==> src/rtl/pspi_tx_scheduler.sv <==
// PSPI master transmit scheduler: round-robin requester arbitration, frame
// launch on the SCLK generator, NACK retry sequencing and per-attempt watchdog.
module pspi_tx_scheduler #(
    parameter int NREQ      = 2,
    parameter int DATA_W    = 8,
    parameter int MAX_RETRY = 3,
    parameter int TIMEOUT   = 600_000_000,
    parameter int TO_W      = 30
) (
    input  logic                   clk_in,
    input  logic                   rst_n,
    input  logic [NREQ-1:0]        req,
    input  logic [NREQ*DATA_W-1:0] req_data,
    output logic [NREQ-1:0]        grant,
    output logic [NREQ-1:0]        done,
    output logic [NREQ-1:0]        fail,
    output logic                   run,
    output logic [DATA_W-1:0]      tx_data,
    output logic                   tx_parity,
    input  logic                   select,
    input  logic                   nack,
    output logic                   busy,
    output logic [2:0]             attempt,
    output logic                   timeout_err
);
    localparam int PW = (NREQ > 1) ? $clog2(NREQ) : 1;

    localparam logic [2:0] S_IDLE       = 3'd0;
    localparam logic [2:0] S_LAUNCH     = 3'd1;
    localparam logic [2:0] S_WAIT_START = 3'd2;
    localparam logic [2:0] S_WAIT_END   = 3'd3;
    localparam logic [2:0] S_EVAL       = 3'd4;
    localparam logic [2:0] S_TO_EXIT    = 3'd5;

    localparam logic [TO_W-1:0] TO_LAST = TO_W'(TIMEOUT - 1);

    logic [2:0]        r_state;
    logic [2:0]        w_next;
    logic [PW-1:0]     r_ptr;
    logic [PW-1:0]     r_sel;
    logic [PW-1:0]     w_win;
    logic [PW-1:0]     w_sel_inc;
    logic              w_found;
    logic [DATA_W-1:0] w_slice;
    logic              w_to;
    logic              w_retry;
    logic [NREQ-1:0]   w_sel_oh;
    logic [TO_W-1:0]   r_cnt;
    logic              r_nack_seen;
    logic [2:0]        r_attempt;
    logic [NREQ-1:0]   r_grant;
    logic [NREQ-1:0]   r_done;
    logic [NREQ-1:0]   r_fail;
    logic              r_run;
    logic              r_busy;
    logic [DATA_W-1:0] r_tx_data;
    logic              r_tx_parity;
    logic              r_timeout_err;

    // First set request at or above the pointer, wrapping to index 0.
    always_comb begin
        logic [PW:0] w_idx;
        w_found = 1'b0;
        w_win   = '0;
        for (int unsigned k = 0; k < NREQ; k++) begin
            w_idx = {1'b0, r_ptr} + (PW+1)'(k);
            if (w_idx >= (PW+1)'(NREQ))
                w_idx = w_idx - (PW+1)'(NREQ);
            if (!w_found && req[w_idx[PW-1:0]]) begin
                w_found = 1'b1;
                w_win   = w_idx[PW-1:0];
            end
        end
    end

    always_comb begin
        w_slice = '0;
        for (int unsigned k = 0; k < NREQ; k++)
            if (w_win == PW'(k))
                w_slice = req_data[k*DATA_W +: DATA_W];
    end

    assign w_to      = (r_cnt == TO_LAST);
    assign w_retry   = r_nack_seen && (r_attempt < 3'(MAX_RETRY));
    assign w_sel_oh  = NREQ'(1) << r_sel;
    assign w_sel_inc = (r_sel == PW'(NREQ - 1)) ? '0 : r_sel + PW'(1);

    always_comb begin
        w_next = r_state;
        case (r_state)
            S_IDLE:       if (w_found) w_next = S_LAUNCH;
            S_LAUNCH:     w_next = S_WAIT_START;
            S_WAIT_START: if (!select) w_next = S_WAIT_END;
                          else if (w_to) w_next = S_TO_EXIT;
            S_WAIT_END:   if (select) w_next = S_EVAL;
                          else if (w_to) w_next = S_TO_EXIT;
            S_EVAL:       w_next = w_retry ? S_LAUNCH : S_IDLE;
            S_TO_EXIT:    w_next = S_IDLE;
            default:      w_next = S_IDLE;
        endcase
    end

    always_ff @(posedge clk_in or negedge rst_n) begin
        if (!rst_n) begin
            r_state       <= S_IDLE;
            r_ptr         <= '0;
            r_sel         <= '0;
            r_cnt         <= '0;
            r_nack_seen   <= 1'b0;
            r_attempt     <= '0;
            r_grant       <= '0;
            r_done        <= '0;
            r_fail        <= '0;
            r_run         <= 1'b0;
            r_busy        <= 1'b0;
            r_tx_data     <= '0;
            r_tx_parity   <= 1'b0;
            r_timeout_err <= 1'b0;
        end else begin
            r_state <= w_next;
            r_busy  <= (w_next != S_IDLE);
            r_run   <= (r_state == S_LAUNCH);
            r_grant <= '0;
            r_done  <= '0;
            r_fail  <= '0;
            case (r_state)
                S_IDLE: if (w_found) begin
                    r_sel         <= w_win;
                    r_grant       <= NREQ'(1) << w_win;
                    r_tx_data     <= w_slice;
                    r_tx_parity   <= ^w_slice;
                    r_attempt     <= '0;
                    r_timeout_err <= 1'b0;
                end
                S_LAUNCH: begin
                    r_cnt       <= '0;
                    r_nack_seen <= 1'b0;
                end
                S_WAIT_START: if (!w_to) r_cnt <= r_cnt + TO_W'(1);
                S_WAIT_END: begin
                    if (!w_to) r_cnt <= r_cnt + TO_W'(1);
                    r_nack_seen <= r_nack_seen | nack;
                end
                S_EVAL: begin
                    if (!r_nack_seen) begin
                        r_done <= w_sel_oh;
                        r_ptr  <= w_sel_inc;
                    end else if (w_retry) begin
                        r_attempt <= r_attempt + 3'd1;
                    end else begin
                        r_fail <= w_sel_oh;
                        r_ptr  <= w_sel_inc;
                    end
                end
                S_TO_EXIT: begin
                    r_fail        <= w_sel_oh;
                    r_timeout_err <= 1'b1;
                    r_ptr         <= w_sel_inc;
                end
                default: ;
            endcase
        end
    end

    assign grant       = r_grant;
    assign done        = r_done;
    assign fail        = r_fail;
    assign run         = r_run;
    assign tx_data     = r_tx_data;
    assign tx_parity   = r_tx_parity;
    assign busy        = r_busy;
    assign attempt     = r_attempt;
    assign timeout_err = r_timeout_err;

endmodule

==> config.mk <==
export PLATFORM = sky130hd
export DESIGN_NAME = pspi_tx_scheduler
export DESIGN_NICKNAME = d
export VERILOG_FILES = /design/src/rtl/pspi_tx_scheduler.sv
export SDC_FILE = /design/constraint.sdc
export NUM_CORES = 1
export LEC_CHECK = 0
export ABC_AREA = 1
export CAP_MARGIN = 20
export CORE_MARGIN = 10
export CORE_UTILIZATION = 56
export CTS_CLUSTER_SIZE = 25
export DETAILED_ROUTE_END_ITERATION = 10
export PLACE_DENSITY = 0.92
export SYNTH_ARGS = -nofsm -noshare
export SYNTH_HDL_FRONTEND = slang
export SYNTH_SLANG_ARGS = --single-unit
==> constraint.sdc <==
create_clock -name clk_in -period 2 [get_ports clk_in]
set_input_delay 0.3 -clock clk_in [delete_from_list [all_inputs] [get_ports clk_in]]
set_output_delay 0.3 -clock clk_in [all_outputs]
set_load 0.05 [all_outputs]
---- Word level (Yosys, flattened, before mapping) ----
Cells that the tools add are included.
cells by class
  add/subtract/negate cells ............... 6
  $mul .................................... 0
  divide/modulo/power cells ............... 0
  order comparisons ....................... 5
  equality and inequality tests ........... 11
  shift operators ......................... 2
  multiplexer cells ....................... 37
  bitwise logic cells ..................... 1
  reduce and logical (&&, ||, !) cells .... 17
operators by type and width
  cell                     number
  $pmux W30 S2             1
  $add A30 B1 Y30 const B  1
  $eq A30 B30 Y1 const B   1
  $mux W30                 1
  $mux W3                  7
  $mux W1                  15
  $pmux W3 S5              1
  $mux W2                  6
  $reduce_bool A2 Y1       5
  $mux W8                  1
  $ne A2 B2 Y1 const B     4
  $reduce_and A2 Y1        4
  $reduce_xor A8 Y1        1
  $eq A3 B2 Y1 const B     2
  $eq A3 B3 Y1 const B     2
  $pmux W1 S2              3
  $pmux W3 S2              1
  $lt A1 B2 Y1 const B     2
  $pmux W2 S2              1
  $reduce_and A4 Y1        1
  $shl A1 B1 Y2 const A    2
  $add A3 B1 Y3 const B    1
  $eq A3 B1 Y1 const B     1
  $logic_not A3 Y1         1
  12 further kinds         14
storage, ports and cells
  register bits after elaboration ......... 57
  bits in latches ......................... 0
  memory bits (writable) .................. 0
  ROM bits ................................ 0
  input port bits ......................... 22
  output and inout bits ................... 21
  word-level logic and storage cells ...... 93
  memories ................................ 0

---- Depth between registers and ports, before layout ----
  word-level depth ........................ 11
  mapped depth ............................ 14
  depth with buffers taken out ............ 13

---- Worst setup path before layout ----
No wires, ideal clock.
  path type ............................... register to register
  start point ............................. reg r_cnt[0]
  end point ............................... reg r_cnt[5]
  setup time .............................. 0.119 ns
  data arrival time ....................... 1.598 ns
  slack ................................... 0.283 ns
  cell stages (with the launch flop) ...... 13
  buffers on the path ..................... 2
  cells stage by stage .................... dfrtp_1 > ha_1 > buf_4 > nand3_2 > inv_2 > nand2_4 > nor3_2 > nand2_1 > nand2_4 > nand2_4 > buf_6 > nand2_1 > o21ai_2
on the way
  cells in the longest elaborated chain, start to end .. 3
  elaborated cells between the ends (all ways) .. 6
  those cells by class .................... add/sub (1); eq/ne (2); mux (2); reduce/logical (1)
ends and longest elaborated chain
  element                                                   line          RTL
  start, declared                                           48            logic [TO_W-1:0] r_cnt;
  start signal, assigned                                    139           S_WAIT_START: if (!w_to) r_cnt <= r_cnt + TO_W'(1);
  start signal, assigned                                    141           if (!w_to) r_cnt <= r_cnt + TO_W'(1);
  $add A30 B1 Y30 / $eq A30 B30 Y1 (equally long branches)  139, 141, 83
  $mux W30 / $ne A2 B2 Y1 (equally long branches)           -
  $pmux W30 S2 / $reduce_and A2 Y1 (equally long branches)  -
Parallel ways exist; a longest one is shown, timed or not. The select of a mux whose other input is x is not followed.
A chain may end at the register's enable or synchronous reset.

---- Worst setup path after layout ----
  start point ............................. reg r_attempt[0], in the netlist attempt[0]
  end point ............................... out attempt[0]
RTL lines
  element                 line  RTL
  start, declared         50    logic [2:0] r_attempt;
  start signal, assigned  149   r_attempt <= r_attempt + 3'd1;
  end, declared           23    output logic [2:0] attempt,
No word-level cell between the ends.

==> impl_metrics.toml <==
[floorplan]
coreArea_um2 = 6277
start_util = 0.5713
die_area_um2 = 10000
rows = 29
die_h_um = 100.0
die_x_um = 100.0
io_pins = 43

[global_route]
grtUsageTotal = 0.1921
grt_pass1_vias = 3466
grt_start_max_net_pins = 58
antenna_found_initial = 0
grt_pass1_wl_um = 15790
grt_overflow = 0

[route]
viasPerCell = 5.484
dr.pass1.iters = 5
ant_nets = 0
vias = 3477
drc = 0
drt_iter0_markers = 237
post_drt_wl_per_cell_um = 15.20
drt_wl_total_um = 9634

[clocking]
cts_tree = "yes"
cts.htree.levels = 3
clkSinkCount = 57
clk_latency_ns = 0.34
clk_pin_slew_ns = 0.07
cts_root_buf = "clkbuf_8"
cts_made_buffers = 9
clockBufferDepth = 2

[sta]
fin_crit_sh = 0.9512
finalSetupViolCount = 0
fmax_mhz = 525.7
relSlewSlack = 0.6565
drv_slew = 0
hold_viol_final = 0
setup_slack_ns = 0.09765
fin_crit_ns = 1.902
fin_worst_skew_ns = 0.01131
worst_slew_pin_slew_ns = 0.5137
tns_ns = 0

[synth]
syn_inst = 495
synth_nets = 519
yosysSeqAreaShare = 0.3978
synth_edf_count = 0
synth_warnings = 0
synth_seq_cells = 57
synth_flop_cell = "dfrtp_1"
syn_avg_cell_area_um2 = 7.244
syn-cell-area_um2 = 3586
async_flop_share = 1.000
synth_cell_types = 35

[critical_path]
cp_num_cells = 1
cp.arrival_ns = 1.60
critPathSlowestCell = "clkdlybuf4s50_1"
cp_max_fo = 5
cp_slowest_stage_delay_ns = 0.84
r2r_cells = 9
worst-path-buf-inv = 1
cp-end-kind = "primary output"
start_kind = "flip-flop"
crit_chain = "clkdlybuf4s50_1"
cp.required_ns = 1.70
crit_family = "buffers and inverters"
critPathKind = "flip-flop to primary output"

[status]
status = "complete, no violations"

[placement]
place.gp.congestion = 0.9813
dp_hpwl_um = 7103
port_buffers = 42
place_ws_ns = 0.03065

[final_layout]
post-route-util = 0.6966
syn_to_final_growth_pct = 21.95
fill_cells = 466
antenna_cells = 0
final_nets = 576
layout_commonest_cell = "nand2_1"
layout-drive-gt1-share = 0.1293
layout_common_cells = "nand2_1 (158), inv_1 (58), dfrtp_1 (57)"

[flow_run]
max_cap_viol_count = 0

[pwr]
p_leak_nw = 1.984
cellPowerDensity_nw_per_um2 = 1137
ir_worst_vdd_mv = 1.159

[min_path]
min_path_type = "primary input to asynchronous set/reset pin"
==> layer usage <==
metal  GRT usage  wire length (um)  vias up
li1            -                 -     1690
met1      0.2236              3924     1624
met2      0.3270              4816      131
met3     0.04121               605       32
met4     0.09457               288        0
met5           0                 0        -
==> area by class of cell <==
class | count | area (um2) | area share
Sequential cell | 57 | 1426 | 0.3262
Inverter | 61 | 229.0 | 0.05236
Timing Repair Buffer | 57 | 543.0 | 0.1242
Multi-Input combinational cell | 366 | 1873 | 0.4283
Clock inverter | 6 | 67.56 | 0.01545
Tap cell | 77 | 96.34 | 0.02203
Clock buffer | 10 | 137.6 | 0.03147
==> metrics by stage <==
stage                     cells  power [mW]  cell area [um2]  hold slack [ns]
final                       634       4.971             4373           0.4698
after detailed placement    616       3.774             4138           0.3212
after CTS                   633       4.927             4362           0.4718
after global placement      616       3.688             4138           0.3216
after global routing        634       5.251             4373           0.4849
after floorplan             495       3.149             3586         0.004409
==> registers in the layout, indices dropped and copies added, names as in the netlist <==
signal	count
r_nack_seen	1
attempt	3
r_cnt	30
r_sel	1
done	2
fail	2
run	1
timeout_err	1
busy	1
grant	2
r_ptr	1
tx_data	8
r_state	3
tx_parity	1
==> worst reg2reg max path: stages, from the launching register on <==
cell,delay [ns]
dfrtp_1,0.39
ha_1,0.19
nand3_2,0.14
inv_2,0.10
nand2_4,0.07
nor3_2,0.14
nand2_1,0.15
nand2_4,0.19
nand2_4,0.22
o21ai_2,0.20
==> Yosys cell counts, types with 2 or more instances <==
cell type / n / area [um2]
clkbuf_1: 3 / 11.26
nand4_1: 8 / 50.05
ha_1: 2 / 25.02
o21ai_2: 19 / 166.4
nand3_2: 2 / 20.02
dfrtp_1: 57 / 1426
nand2_4: 3 / 33.78
nand2_1: 158 / 593.1
buf_2: 5 / 25.02
nand3_1: 34 / 170.2
o21ai_0: 14 / 70.07
nor2_1: 54 / 202.7
nor3_2: 4 / 40.04
inv_2: 3 / 11.26
inv_1: 58 / 217.7
nor3_1: 14 / 70.07
buf_6: 3 / 33.78
o22ai_2: 5 / 62.56
nand2_2: 2 / 12.51
nand3b_1: 9 / 67.56
xor2_1: 15 / 131.4
a21oi_1: 10 / 50.05
==> what timing repair did <==
| action | 4_1_cts | 5_1_grt |
|---|---|---|
| gates resized for setup | 1 | 0 |
| hold buffers | 1 | 0 |
| setup buffers | 0 | 0 |
| pin swaps | 0 | 1 |
| setup endpoints to repair | 5 | 7 |
| gates cloned | 0 | 1 |
| hold endpoints to repair | 57 | 0 |
==> path summary, 6_finish.rpt <==
path	from	to	slack [ns]
min in group clk_in	timeout_err	timeout_err	0.48
min	rst_n	r_cnt[22]	0.47
max in group asynchronous	rst_n	r_cnt[21]	1.26
max	attempt[0]	attempt[0]	0.1
min reg2reg	timeout_err	timeout_err	0.48
max reg2reg	r_cnt[0]	r_cnt[5]	0.13
==> power breakdown <==
group	switching (mW)	internal, mW	leakage, nW
combinational	1.59	0.673	1.13
clock	0.501	0.610	0.0985
sequential	0.205	1.39	0.757
==> logic make-up (layout without fill, tap and decap cells) <==
kind of cell / after synthesis / after routing / share of synthesized area
compound gates: 55 / 55 / 0.1110
xor+xnor: 16 / 16 / 0.03908
fa+ha+maj: 2 / 2 / 0.006977
buf+inv: 73 / 134 / 0.08548
flops: 57 / 57 / 0.3978
simple gates: 292 / 293 / 0.3597
(Power assumes the default switching activity.)
